<file path="src/rtl/pc_fetch_ctrl.sv">
// Fetch sequencer: drives the PC register controls, issues one-outstanding
// instruction fetches at pc_cur and holds each result in a one-entry output buffer.
module pc_fetch_ctrl #(
    parameter logic [31:0] TRAP_VEC = 32'h0000_0100
) (
    input  logic        clk,
    input  logic        rst,
    input  logic        start,
    input  logic        halt_req,
    input  logic        redirect_valid,
    input  logic [31:0] redirect_pc,
    input  logic        trap,
    input  logic [31:0] pc_cur,
    output logic        pc_en,
    output logic        pc_load,
    output logic [31:0] pc_in,
    output logic        imem_req,
    output logic [31:0] imem_addr,
    input  logic        imem_gnt,
    input  logic        imem_rvalid,
    input  logic [31:0] imem_rdata,
    output logic        inst_valid,
    output logic [31:0] inst,
    output logic [31:0] inst_pc,
    input  logic        inst_ready,
    output logic [1:0]  state
);

    typedef enum logic [1:0] {
        S_IDLE   = 2'd0,
        S_REQ    = 2'd1,
        S_WAIT   = 2'd2,
        S_HALTED = 2'd3
    } state_t;

    state_t      r_state, w_state_next;
    logic        r_squash, w_squash_next;
    logic [31:0] r_req_pc, w_req_pc_next;
    logic        r_inst_valid, w_inst_valid_next;
    logic [31:0] r_inst, w_inst_next;
    logic [31:0] r_inst_pc, w_inst_pc_next;

    logic        w_drain;
    logic        w_redir;
    logic        w_capture;

    always_ff @(posedge clk or posedge rst) begin
        if (rst) begin
            r_state      <= S_IDLE;
            r_squash     <= 1'b0;
            r_req_pc     <= 32'd0;
            r_inst_valid <= 1'b0;
            r_inst       <= 32'd0;
            r_inst_pc    <= 32'd0;
        end else begin
            r_state      <= w_state_next;
            r_squash     <= w_squash_next;
            r_req_pc     <= w_req_pc_next;
            r_inst_valid <= w_inst_valid_next;
            r_inst       <= w_inst_next;
            r_inst_pc    <= w_inst_pc_next;
        end
    end

    always_comb begin
        w_state_next      = r_state;
        w_squash_next     = r_squash;
        w_req_pc_next     = r_req_pc;
        w_inst_valid_next = r_inst_valid;
        w_inst_next       = r_inst;
        w_inst_pc_next    = r_inst_pc;
        w_capture         = 1'b0;
        pc_en             = 1'b0;
        pc_load           = 1'b0;
        pc_in             = 32'd0;
        imem_req          = 1'b0;
        imem_addr         = pc_cur;

        w_drain = r_inst_valid & inst_ready;
        w_redir = (trap | redirect_valid) & ((r_state == S_REQ) | (r_state == S_WAIT));

        case (r_state)
            S_IDLE, S_HALTED: begin
                if (start)
                    w_state_next = S_REQ;
            end
            S_REQ: begin
                imem_req = ~r_inst_valid | w_drain;
                if (imem_req & imem_gnt) begin
                    w_state_next  = S_WAIT;
                    w_req_pc_next = pc_cur;
                    // A fetch granted alongside a redirect fetches the old path.
                    w_squash_next = w_redir;
                end else if (halt_req) begin
                    w_state_next = S_HALTED;
                end
            end
            S_WAIT: begin
                if (imem_rvalid) begin
                    w_squash_next = 1'b0;
                    w_state_next  = halt_req ? S_HALTED : S_REQ;
                    if (!w_redir && !r_squash) begin
                        w_capture = 1'b1;
                        pc_en     = 1'b1;
                    end
                end else if (w_redir) begin
                    w_squash_next = 1'b1;
                end
            end
            default: w_state_next = S_IDLE;
        endcase

        if (w_redir) begin
            pc_en   = 1'b1;
            pc_load = 1'b1;
            pc_in   = trap ? TRAP_VEC : redirect_pc;
        end

        if (w_redir) begin
            w_inst_valid_next = 1'b0;
        end else if (w_capture) begin
            w_inst_valid_next = 1'b1;
            w_inst_next       = imem_rdata;
            w_inst_pc_next    = r_req_pc;
        end else if (w_drain) begin
            w_inst_valid_next = 1'b0;
        end
    end

    assign inst_valid = r_inst_valid;
    assign inst       = r_inst;
    assign inst_pc    = r_inst_pc;
    assign state      = r_state;

endmodule

</file>
<file path="config.mk">
export PLATFORM = sky130hd
export DESIGN_NAME = pc_fetch_ctrl
export DESIGN_NICKNAME = d
export VERILOG_FILES = /design/src/rtl/pc_fetch_ctrl.sv
export SDC_FILE = /design/constraint.sdc
export NUM_CORES = 1
export LEC_CHECK = 0
export BUFFER_PORTS_ARGS = -buffer_cell sky130_fd_sc_hd__buf_2
export CORE_ASPECT_RATIO = 1.25
export CORE_MARGIN = 2
export CORE_UTILIZATION = 40
export CTS_BUF_LIST = sky130_fd_sc_hd__clkbuf_8 sky130_fd_sc_hd__clkbuf_16
export DETAILED_ROUTE_END_ITERATION = 16
export GPL_TIMING_DRIVEN = 1
export PLACE_DENSITY = 0.83
export SLEW_MARGIN = 25
export SYNTH_ARGS = -nofsm -noshare
export SYNTH_HDL_FRONTEND = slang
export SYNTH_SLANG_ARGS = --single-unit
</file>
<file path="constraint.sdc">
create_clock -name clk -period 3 [get_ports clk]
set_input_delay 0.15 -clock clk [delete_from_list [all_inputs] [get_ports clk]]
set_output_delay 0.15 -clock clk [all_outputs]
set_load 0.01 [all_outputs]
</file>
# == After elaboration in Yosys (flattened, before gate mapping) ==
# Cells that the tools add are included.
# word_totals
input_bits,105
output_inout_bits,134
register_bits,100
word_cells,54
# classes
reduce_logical,11
n_mux,21
bitwise_logic,8
n_eq_ne,8
# ops
op,count
$mux W32,2
$mux W1,12
$mux W2,5
$pmux W2 S3,1
$reduce_and A3 Y1,2
$eq A2 B2 Y1 const B,2
$ne A2 B2 Y1 const B,2
$reduce_and A2 Y1,2
$and A1 B1 Y1,3
$ne A3 B2 Y1 const B,1
$ne A3 B3 Y1 const B,1
$or A1 B1 Y1,3
$reduce_bool A3 Y1,1
$eq A2 B1 Y1 const B,1
$logic_not A1 Y1,2
$logic_not A2 Y1,1
$ne A2 B1 Y1 const B,1
$not A1 Y1,2
$pmux W1 S2,1
$reduce_bool A2 Y1,1
$reduce_or A2 Y1,1
$logic_and A1 B1 Y1,1

# == Depth between registers and ports, before layout ==
# Gate-level depths: netlist of run 1.
# logic_depth
depth_word,10
mapped_depth,6
depth_no_buf,6

# == Worst setup path before layout of run 1 ==
# OpenSTA, ideal clock, no wires.
# synth_timing
path_kind,register to register
start,register r_state[0] (netlist: state[0])
end,register r_inst[27] (netlist: inst[27])
n_path_buf,1
setup_time_ns,0.125
period_less_slack_ns,2.005
setup_slack_ns,0.995
required_time_ns,2.875
path_stages_with_launch,7
arrival_ns,1.880
cell_sequence,dfrtp_1 -> inv_1 -> ha_1 -> nor2_2 -> nor3_4 -> buf_6 -> mux2_2
# synth_via
elab_chain_cells,9
word_cells_on_any_way,11
cone_classes,eq/ne (2); mux (3); bitwise (3); reduce/logical (3)
# synth_lines
element,line,source
"start, declared",36,"state_t r_state, w_state_next;"
"start signal, assigned",56,r_state <= w_state_next;
$eq A2 B1 Y1 or $eq A2 B2 Y1 (tied branches),"80, 82",
$or A1 B1 Y1,80,w_redir = (trap | redirect_valid) & ((r_state == S_REQ) | (r_state == S_WAIT));
$and A1 B1 Y1,80,
$logic_not A1 Y1,102,if (!w_redir && !r_squash) begin
$logic_and A1 B1 Y1,102,
$mux W1,102,
$mux W1,99,if (imem_rvalid) begin
$mux W1,82,case (r_state)
$reduce_and A2 Y1 (no line) *,n/a,
"end signal, assigned",60,r_inst <= w_inst_next;
"end, declared",40,"logic [31:0] r_inst, w_inst_next;"
# Every way passes the cells marked *; elsewhere a longest branch is shown, timed or not.
# A chain may end at the register's enable or synchronous reset.

# == Worst setup path after layout of run 1 ==
# layout_timing
start,register r_state[0] (netlist: state[0])
end,register r_inst[17] (netlist: inst[17])
# Same word-level chain as after synthesis.

==> results of run 1 <==
sequential cells by signal, summed over array words and instances, names as in the netlist:
signal	cells
r_squash	1
inst	32
inst_pc	32
inst_valid	1
r_req_pc	32
state	2
Yosys cell counts, drive strengths merged:
cell type,number
nor3b,1
nor4b,1
ha,2
a21o,1
clkbuf,3
buf,41
a311oi,1
nand2b,1
nor2,4
o22ai,2
a31o,1
inv,7
and2,32
o221ai,1
dfrtp,100
or2,1
nor3,1
nand2,3
a211oi,1
o21a,2
a21oi,2
mux2,97
metal layers:
layer | global-route usage (%) | vias to the layer above
met5 | 0 | -
met4 | 6.51 | 0
met3 | 4.10 | 13
met2 | 31.4 | 168
met1 | 16.8 | 1514
li1 | - | 1436
kinds of logic (layout without fill, tap and decap cells):
logic type | Yosys count | in the layout | synth area share [%]
compound gates | 11 | 11 | 1.82
flops | 100 | 100 | 57.7
fa+ha+maj | 2 | 2 | 0.577
mux | 97 | 97 | 25.2
buf+inv | 51 | 269 | 8.31
simple gates | 44 | 44 | 6.38
stage by stage:
stage	total power (µW)	cell area, µm²	instances
after floorplan	3690	4340	305
after global placement	4420	5420	638
after detailed placement	4550	5420	638
after CTS	5660	5720	655
after global routing	5930	5720	655
final	5580	5720	655
power breakdown:
| group | switching, µW | leakage (µW) | internal, µW |
|---|---|---|---|
| registers | 327 | 0.00122 | 2030 |
| clock network | 488 | 0.000134 | 607 |
| logic | 987 | 0.00165 | 1140 |
| total | 1800 | 0.00301 | 3780 |
cell usage in the layout (no fill, tap or decap), drive strengths merged, types with 2 or more instances in the layout:
cell type  instances
o22ai              2
clkinv             2
nand2              3
clkinvlp           3
a21oi              2
o21a               2
mux2              97
buf              245
dfrtp            100
nor2               4
clkbuf            11
ha                 2
and2              32
inv                7
layout make-up:
cell class                      count  share of cell area [%]
Clock inverter                      5                   0.635
Inverter                            7                   0.503
Sequential cell                   100                    43.8
Tap cell                          132                    2.89
Timing Repair Buffer              246                    21.9
Clock buffer                       11                    4.42
Multi-Input combinational cell    154                    25.8
what timing repair did:
action	in CTS	in global routing
endpoints found under the hold margin	48	0
hold buffers	1	0
setup endpoints to repair	0	0
buffers inserted	0	0
critical path, delay by kind of cell (launching register included):
kind,cells,cell delay (ps)
DFF,1,370
buffers and inverters,2,530
adders and majority gates,1,400
muxes,1,400
and+or+nand+nor,2,310
final timing paths:
| path | startpoint | slack [ps] | to |
|---|---|---|---|
| max | state[0]$_DFFE_PP0P_ | 840 | inst[17]$_DFFE_PP0P_ |
| min | imem_rdata[25] | 30 | inst[25]$_DFFE_PP0P_ |
| max reg2reg | state[0]$_DFFE_PP0P_ | 840 | inst[17]$_DFFE_PP0P_ |
| min reg2reg | inst[25]$_DFFE_PP0P_ | 490 | inst[25]$_DFFE_PP0P_ |
| max in group asynchronous | rst | 1730 | inst_pc[12]$_DFFE_PP0P_ |
| min in group asynchronous | rst | 460 | inst[5]$_DFFE_PP0P_ |
==> results.tsv, run 1 <==
stage	metric	value	unit
status	status	completed	
yosys	Seq/Total Area, Yosys	57.7	%
finish	Core Util, Final	54.1	%
flow_run	Max Cap Violations	0	
timing	Worst Clk Skew	7.52	ps
drt	Vias	3131	
worst_setup_path	Worst Path Required	3210	ps
global_route	first-pass GRT wire length	15000	µm
placed_design	Port Buffers	238	
floorplanning	die width	97.1	µm
power_and_ir_drop	Pwr Density	976	nW/µm²
global_route	All-Layer GR Usage	16.3	%
floorplanning	# rows	42	
timing	Worst-Margin Slew	624	ps
drt	first-pass iteration count of the detailed router	4	
yosys	top-area cell type share of the netlist area	57.7	%
worst_setup_path	Worst R2R Path Depth	6	
clock_network	# clock sinks	100	
worst_setup_path	crit path launch type	register	
worst_setup_path	CP endpoint kind	register	
clock_network	PostCTS Resize Cnt	0	
global_route	pin count of the biggest net entering global routing	51	
placed_design	routability cong.	0.864	
timing	f_max	463	MHz
clock_network	clock buffer depth	2	
worst_setup_path	cell chain of the critical path	inv_1 -> ha_1 -> nor2_2 -> nor3_4 -> buf_4 -> mux2_2	
worst_setup_path	crit path DAT	2380	ps
clock_network	CTS tree	done	
drt	Top Layer Used	met4	
yosys	Yosys reg bits	100	
clock_network	Worst-Skew Late Latency	340	ps
placed_design	Post-DP HPWL	7600	µm
finish	fillcell total	910	
clock_network	CTS buffer count	9	
placed_design	Setup WS pre-CTS	846	ps
drt	DRT Wirelength	9690	µm
clock_network	Clk pin slew, worst setup/hold paths	70	ps
timing	setup_tns	0	ps
clock_network	Root Buffer	clkbuf_16	
global_route	initial antenna violation count	0	
timing	Final Setup Violations	0	
power_and_ir_drop	leak pwr	0.00301	µW
yosys	main area contributors after synthesis	dfrtp_1 (58%), mux2_2 (23%), buf_4 (5.5%)	
hold_path	Hold Path Cell Cnt	2	
drt	WL/cell	14.8	µm
hold_path	worst hold path class	in2reg	
worst_setup_path	peak per-stage delay on the critical path	460	ps
floorplanning	IO Pins	239	
yosys	area leader, netlist	dfrtp_1	
floorplanning	die height	120	µm
drt	met3 wire length	750	µm
power_and_ir_drop	VDD IR max	0.449	mV
yosys	average cell area after synthesis	14.2	µm²
worst_setup_path	CP max-delay cell	buf_4	
global_route	vias in the first global route	3205	
finish	Final nets	625	
timing	Tmin final	2160	ps
yosys	Unique masters post-synth	26	
drt	routed wl met2	5350	µm
finish	antenna cells	0	
finish	FF+latch area	2500	µm²
floorplanning	die area	11700	µm²
floorplanning	Initial Utilization	41.0	%
worst_setup_path	critical path class	reg2reg	
yosys	Synth Instances	305	
timing	Hold WS	30.2	ps
drt	Antenna Violating Nets Remaining	0	
finish	multi-input logic area	1480	µm²
drt	via density per instance	4.78	
timing	relative slew slack	58.4	%
timing	post-layout worst setup margin	838	ps
finish	share of cells above drive strength 1	68.1	%
drt	residual DRC count	0	
timing	Final Cycle Share	72.1	%
clock_network	H-tree depth	3	
yosys	Post-Syn Area	4340	µm²
drt	M1 WL	3410	µm
worst_setup_path	crit-path max FO	41	
timing	endpoints failing hold	0	
finish	Area Overhead vs Synth	31.9	%
global_route	Remaining Overflow, GRT	0	
yosys	syn_nets	412	
floorplanning	core footprint	10600	µm²
timing	Pins Over Slew Limit	0	
timing	RSZ-0062 raised after global routing	false	
drt	Starting DRT DRC Count	71	
yosys	Synthesis Warnings	0	
No activity file was read; power rests on OpenSTA's default activity.
==> run 2: changes to the inputs <==
--- a/config.mk
+++ b/config.mk
@@ -8,11 +8,11 @@
 export BUFFER_PORTS_ARGS = -buffer_cell sky130_fd_sc_hd__buf_2
 export CORE_ASPECT_RATIO = 1.25
 export CORE_MARGIN = 2
-export CORE_UTILIZATION = 40
+export CORE_UTILIZATION = 45
 export CTS_BUF_LIST = sky130_fd_sc_hd__clkbuf_8 sky130_fd_sc_hd__clkbuf_16
 export DETAILED_ROUTE_END_ITERATION = 16
 export GPL_TIMING_DRIVEN = 1
-export PLACE_DENSITY = 0.83
+export PLACE_DENSITY = 0.88
 export SLEW_MARGIN = 25
 export SYNTH_ARGS = -nofsm -noshare
 export SYNTH_HDL_FRONTEND = slang
==> constraint.sdc (replaced) <==
create_clock -name clk -period 2.25 [get_ports clk]
set_input_delay 0.1125 -clock clk [delete_from_list [all_inputs] [get_ports clk]]
set_output_delay 0.1125 -clock clk [all_outputs]
set_load 0.01 [all_outputs]
==> run 2 against run 1 <==
Compared with the run above:
- global-route usage increased by 3.4 points
- via count increased by 1.1%
- non-clock buffer count increased by 3
- sequential share of layout area decreased by 0.73 points
- cell count decreased by 0.76%
- setup slack got worse by 650 ps
- clock power increased by 45%
- cell area increased by 1.7%
- critical path depth unchanged
- die area decreased by 11%
- utilization increased by 7.0 points
- routed wire length increased by 7.3%
- highest routed layer unchanged
==> results.tsv, run 2 (same netlist as run 1, synthesis figures left out) <==
stage	metric	value	unit
finish	most common cell after layout, fill and taps aside	buf_2	
finish	antenna cells	0	
global_route	pin count of the biggest net entering global routing	101	
floorplanning	IO Pins	239	
timing	post-layout worst setup margin	184	ps
drt	Antenna Violating Nets Remaining	0	
hold_path	worst hold path class	in2reg	
hold_path	WHS Endpoint	inst[28]$_DFFE_PP0P_	
flow_run	Max Cap Violations	0	
timing	Worst Clk Skew	7.93	ps
finish	share of cells above drive strength 1	66.8	%
floorplanning	core footprint	9510	µm²
placed_design	Cell Area, Placed	5450	µm²
timing	Pins Over Slew Limit	0	
timing	setup_tns	0	ps
worst_setup_path	Worst Path Required	2140	ps
power_and_ir_drop	Logic pwr share	37.6	%
clock_network	CTS buffer count	9	
global_route	Remaining Overflow, GRT	0	
clock_network	H-tree depth	3	
worst_setup_path	cell chain of the critical path	inv_1 -> ha_1 -> nor3b_2 -> buf_4 -> and2_1 -> buf_2	
drt	WL/cell	16.0	µm
worst_setup_path	critical path class	reg2out	
worst_setup_path	CP top delay family	buffers and inverters	
clock_network	Worst-Skew Late Latency	330	ps
worst_setup_path	CP Buf/Inv Count	3	
timing	Final Setup Violations	0	
finish	Final nets	628	
worst_setup_path	Crit Reg-Reg Endpoint	inst[31]$_DFFE_PP0P_	
placed_design	routability cong.	0.855	
placed_design	Setup WS pre-CTS	270	ps
power_and_ir_drop	Pwr Density	1310	nW/µm²
power_and_ir_drop	Psw	2400	µW
power_and_ir_drop	switch share	31.4	%
floorplanning	die width	91.8	µm
drt	residual DRC count	0	
worst_setup_path	CP max-delay cell	ha_1	
clock_network	PostCTS Resize Cnt	0	
placed_design	Post-DP HPWL	7910	µm
power_and_ir_drop	internal power	5240	µW
floorplanning	Initial Utilization	45.6	%
finish	most frequent cells in the layout	buf_2 (238), dfrtp_1 (100), mux2_2 (88)	
floorplanning	die height	114	µm
clock_network	Clk pin slew, worst setup/hold paths	60	ps
worst_setup_path	crit path launch type	register	
drt	Vias	3165	
worst_setup_path	crit path DAT	1950	ps
finish	Area Overhead vs Synth	34.1	%
worst_setup_path	peak per-stage delay on the critical path	380	ps
finish	final instance area	5810	µm²
global_route	initial antenna violation count	0	
worst_setup_path	start of the worst register-to-register path	state[1]$_DFFE_PP0P_	
clock_network	clock buffer depth	2	
clock_network	Root Buffer	clkbuf_16	
finish	Core Util, Final	61.1	%
worst_setup_path	crit-path max FO	31	
clock_network	CTS tree	done	
power_and_ir_drop	leak pwr	0.00306	µW
global_route	first-pass GRT wire length	15600	µm
timing	Tmin final	2070	ps
floorplanning	die area	10400	µm²
drt	via density per instance	4.87	
global_route	All-Layer GR Usage	19.8	%
worst_setup_path	worst reg-to-reg setup slack	260	ps
timing	Final Cycle Share	91.8	%
hold_path	Worst Hold Launch	imem_rdata[28]	
worst_setup_path	Worst R2R Path Depth	5	
drt	DRT Wirelength	10400	µm
floorplanning	# rows	40	
timing	RSZ-0062 raised after global routing	false	
worst_setup_path	CP endpoint kind	output pin	
clock_network	# clock sinks	100	
placed_design	Port Buffers	238	
drt	first-pass iteration count of the detailed router	4	
timing	Worst-Margin Slew	503	ps
timing	f_max	484	MHz
power_and_ir_drop	VDD IR max	0.718	mV
timing	relative slew slack	66.5	%
timing	endpoints failing hold	0	
global_route	vias in the first global route	3137	
power_and_ir_drop	clock power share	20.8	%
hold_path	Hold Path Cell Cnt	2	
status	status	completed	
power_and_ir_drop	register share of total power	41.6	%
drt	Starting DRT DRC Count	63	
[run 2: per-stage QoR]
| stage | instances | hold WS [ps] | total power (µW) |
|---|---|---|---|
| floorplan | 305 | 247 | 4920 |
| global placement | 630 | 304 | 5920 |
| detailed placement | 630 | 309 | 6110 |
| CTS | 646 | 1.70 | 7710 |
| global route | 650 | 0.196 | 8120 |
| finish | 650 | 15.8 | 7640 |
[run 2: timing repair]
action                                 CTS  global route
hold buffers                             2             4
endpoints found under the hold margin  101             4
setup buffers                            0             0
[run 2: cell type report]
| class | instances | area, µm² |
|---|---|---|
| Fill cell | 762 | 3700 |
| Sequential cell | 100 | 2500 |
| Multi-Input combinational cell | 154 | 1480 |
| Timing Repair Buffer | 249 | 1340 |
| Clock buffer | 10 | 239 |
| Tap cell | 126 | 158 |
| Clock inverter | 4 | 67.6 |
| Inverter | 7 | 30.0 |
[run 2: how the worst max path moves through the flow]
| stage | from | end | slack [ps] | cells past startpoint |
|---|---|---|---|---|
| 2_1_floorplan | state[0]$_DFFE_PP0P_ | inst[27]$_DFFE_PP0P_ | 250 | 6 |
| 3_3_place_gp | state[0]$_DFFE_PP0P_ | inst[16]$_DFFE_PP0P_ | 330 | 6 |
| 3_5_place_dp | state[0]$_DFFE_PP0P_ | inst[25]$_DFFE_PP0P_ | 270 | 6 |
| 4_1_cts | state[0]$_DFFE_PP0P_ | pc_in[31] | 150 | 6 |
| 5_1_grt | state[0]$_DFFE_PP0P_ | pc_in[31] | 20 | 6 |
| 6_report | state[0]$_DFFE_PP0P_ | pc_in[31] | 180 | 6 |
[run 2: routing by layer]
| metal | track usage [%] | routed length, µm |
|---|---|---|
| met5 | 0 | 0 |
| met4 | 6.17 | 142 |
| met3 | 4.95 | 749 |
| met2 | 35.3 | 5530 |
| met1 | 23.5 | 3970 |
[run 2: power by group through the flow]
stage	registers (µW)	logic (µW)	clock network [µW]
floorplan	3410	1500	0
CTS	3180	2910	1620
global placement	3130	2790	0
finish	3180	2880	1590
global route	3290	3120	1720
detailed placement	3200	2900	0
==> run 3: changes to the inputs <==
--- a/config.mk
+++ b/config.mk
@@ -8,11 +8,11 @@
 export BUFFER_PORTS_ARGS = -buffer_cell sky130_fd_sc_hd__buf_2
 export CORE_ASPECT_RATIO = 1.25
 export CORE_MARGIN = 2
-export CORE_UTILIZATION = 45
+export CORE_UTILIZATION = 40
 export CTS_BUF_LIST = sky130_fd_sc_hd__clkbuf_8 sky130_fd_sc_hd__clkbuf_16
 export DETAILED_ROUTE_END_ITERATION = 16
 export GPL_TIMING_DRIVEN = 1
-export PLACE_DENSITY = 0.88
+export PLACE_DENSITY = 0.83
 export SLEW_MARGIN = 25
 export SYNTH_ARGS = -nofsm -noshare
 export SYNTH_HDL_FRONTEND = slang
==> constraint.sdc (replaced) <==
create_clock -name clk -period 1.9 [get_ports clk]
set_input_delay 0.095 -clock clk [delete_from_list [all_inputs] [get_ports clk]]
set_output_delay 0.095 -clock clk [all_outputs]
set_load 0.01 [all_outputs]
==> run 3 against run 2 <==
Compared with the run above:
- combinational power grew 33%
- cell area increased by 9.4%
- non-clock buffer count up 43
- clock-buffer cell count grew 1
- sequential share of layout area down 3.7 points
- clock skew hardly changed
- critical path depth is the same
- sequential power grew 18%
==> results.tsv, run 3 (same netlist as run 1, synthesis figures left out) <==
stage	metric	value	unit
status	status	completed	
worst_setup_path	Worst Path Required	1800	ps
timing	post-layout worst setup margin	27.3	ps
worst_setup_path	crit path DAT	1780	ps
power_and_ir_drop	total power	9270	µW
global_route	pin count of the biggest net entering global routing	101	
clock_network	clock buffer depth	2	
drt	first-pass iteration count of the detailed router	4	
finish	final instance area	6360	µm²
drt	M1 WL	4260	µm
worst_setup_path	CP top delay family	buffers and inverters	
floorplanning	# rows	42	
placed_design	Setup WS pre-CTS	8.37	ps
worst_setup_path	crit path launch type	register	
global_route	first-pass GRT wire length	17300	µm
hold_path	Hold Path Cell Cnt	2	
placed_design	Post-DP HPWL	7600	µm
finish	Area Overhead vs Synth	46.6	%
global_route	initial antenna violation count	0	
clock_network	Worst-Skew Late Latency	330	ps
clock_network	CTS tree	done	
floorplanning	die height	120	µm
drt	DRT Wirelength	12000	µm
timing	Worst Clk Skew	7.86	ps
timing	Pins Over Slew Limit	0	
worst_setup_path	CP endpoint kind	output pin	
power_and_ir_drop	VDD IR max	0.645	mV
timing	Final Cycle Share	98.6	%
floorplanning	die width	97.1	µm
power_and_ir_drop	Pwr Density	1460	nW/µm²
floorplanning	Initial Utilization	41.0	%
power_and_ir_drop	leak pwr	0.00328	µW
finish	share of cells above drive strength 1	66.3	%
timing	Final Setup Violations	0	
flow_run	Max Cap Violations	0	
worst_setup_path	Worst path depth	6	
drt	WL/cell	17.1	µm
floorplanning	core footprint	10600	µm²
placed_design	Port Buffers	238	
drt	residual DRC count	0	
drt	Top Layer Used	met4	
drt	Starting DRT DRC Count	115	
timing	relative slew slack	65.4	%
timing	endpoints failing hold	0	
timing	Tmin final	1870	ps
placed_design	routability cong.	0.937	
finish	most frequent cells in the layout	buf_2 (230), dfrtp_1 (100), mux2_2 (88)	
drt	Vias	3404	
timing	RSZ-0062 raised after global routing	true	
drt	routed wl met2	6440	µm
hold_path	worst hold path class	in2reg	
global_route	All-Layer GR Usage	18.7	%
drt	met3 wire length	905	µm
finish	antenna cells	0	
floorplanning	IO Pins	239	
timing	f_max	534	MHz
worst_setup_path	critical path class	reg2out	
finish	Final nets	671	
clock_network	Clk pin slew, worst setup/hold paths	60	ps
worst_setup_path	crit-path max FO	8	
worst_setup_path	cell chain of the critical path	inv_2 -> ha_4 -> nor3b_4 -> buf_4 -> and2_1 -> buf_2	
drt	Antenna Violating Nets Remaining	0	
global_route	vias in the first global route	3542	
timing	Worst-Margin Slew	519	ps
worst_setup_path	Worst R2R Path Depth	6	
clock_network	CTS buffer count	9	
clock_network	H-tree depth	3	
worst_setup_path	CP Buf/Inv Count	3	
clock_network	# clock sinks	100	
drt	via density per instance	4.86	
finish	most common cell after layout, fill and taps aside	buf_2	
worst_setup_path	CP max-delay cell	dfrtp_1	
global_route	Remaining Overflow, GRT	0	
floorplanning	die area	11700	µm²
clock_network	Root Buffer	clkbuf_16	
placed_design	Cell Area, Placed	5470	µm²
worst_setup_path	peak per-stage delay on the critical path	390	ps
==> run 3: changes by cell type in the layout (fill, tap and decap cells not counted), moves of 2 or more <==
cell / previous run / this run
buf_6: 0 / 11
clkbuf_16: 9 / 12
nand2_1: 3 / 1
dlygate4sd3_1: 6 / 38
and2_1: 32 / 24
nand2_2: 0 / 2
ha_1: 2 / 0
inv_1: 8 / 6
buf_2: 238 / 230
clkinv_2: 0 / 3
and2_4: 0 / 8
buf_4: 1 / 6
bufinv_16: 2 / 0
==> run 3: power by group <==
| group | total (µW) | leakage, µW | switching [µW] | internal (µW) |
|---|---|---|---|---|
| combinational | 3830 | 0.00191 | 1740 | 2090 |
| sequential | 3760 | 0.00122 | 544 | 3210 |
| clock | 1690 | 0.000146 | 738 | 950 |
==> run 3: final cells by class <==
cell class	instances	area, µm²
inverter	7	30.0
timing repair buffer	292	1860
tap	132	165
clock buffer	11	253
multi-input combinational	154	1520
clock inverter	5	27.5
sequential	100	2500
fill	839	4210
==> run 3: final timing paths <==
| kind | endpoint | start | slack (ps) |
|---|---|---|---|
| max in group asynchronous | state[1]$_DFFE_PP0P_ | rst | 1020 |
| setup / recovery | pc_in[29] | state[0]$_DFFE_PP0P_ | 30 |
| hold reg to reg | inst_pc[7]$_DFFE_PP0P_ | inst_pc[7]$_DFFE_PP0P_ | 480 |
| setup reg to reg | inst[13]$_DFFE_PP0P_ | state[1]$_DFFE_PP0P_ | 40 |
| min in group asynchronous | r_req_pc[31]$_DFFE_PP0P_ | rst | 510 |
| hold / removal | r_req_pc[4]$_DFFE_PP0P_ | pc_cur[4] | 10 |
==> run 3: what timing repair did <==
item	4_1_cts	5_1_grt
buffers inserted	1	5
resized for setup	6	20
hold buffers	36	2
setup endpoints to repair	33	96
endpoints found under the hold margin	135	2
pin swaps	1	8
gates cloned	2	3
==> run 3: routing by layer <==
metal  up-vias  GRT usage [%]
met2       193           36.5
met3        27           5.43
met4         0           6.60
li1       1520              -
met5         -              0
met1      1664           18.6
==> run 3: through the flow <==
stage | cells | hold WS, ps | utilization, % | TNS, ps
floorplan | 305 | 230 | - | 0
global placement | 636 | 283 | 51.8 | 0
detailed placement | 636 | 296 | 51.8 | 0
CTS | 691 | 0.0378 | 58.2 | 0
global route | 701 | 3.79 | 60.2 | -2890
finish | 701 | 14.7 | 60.2 | 0
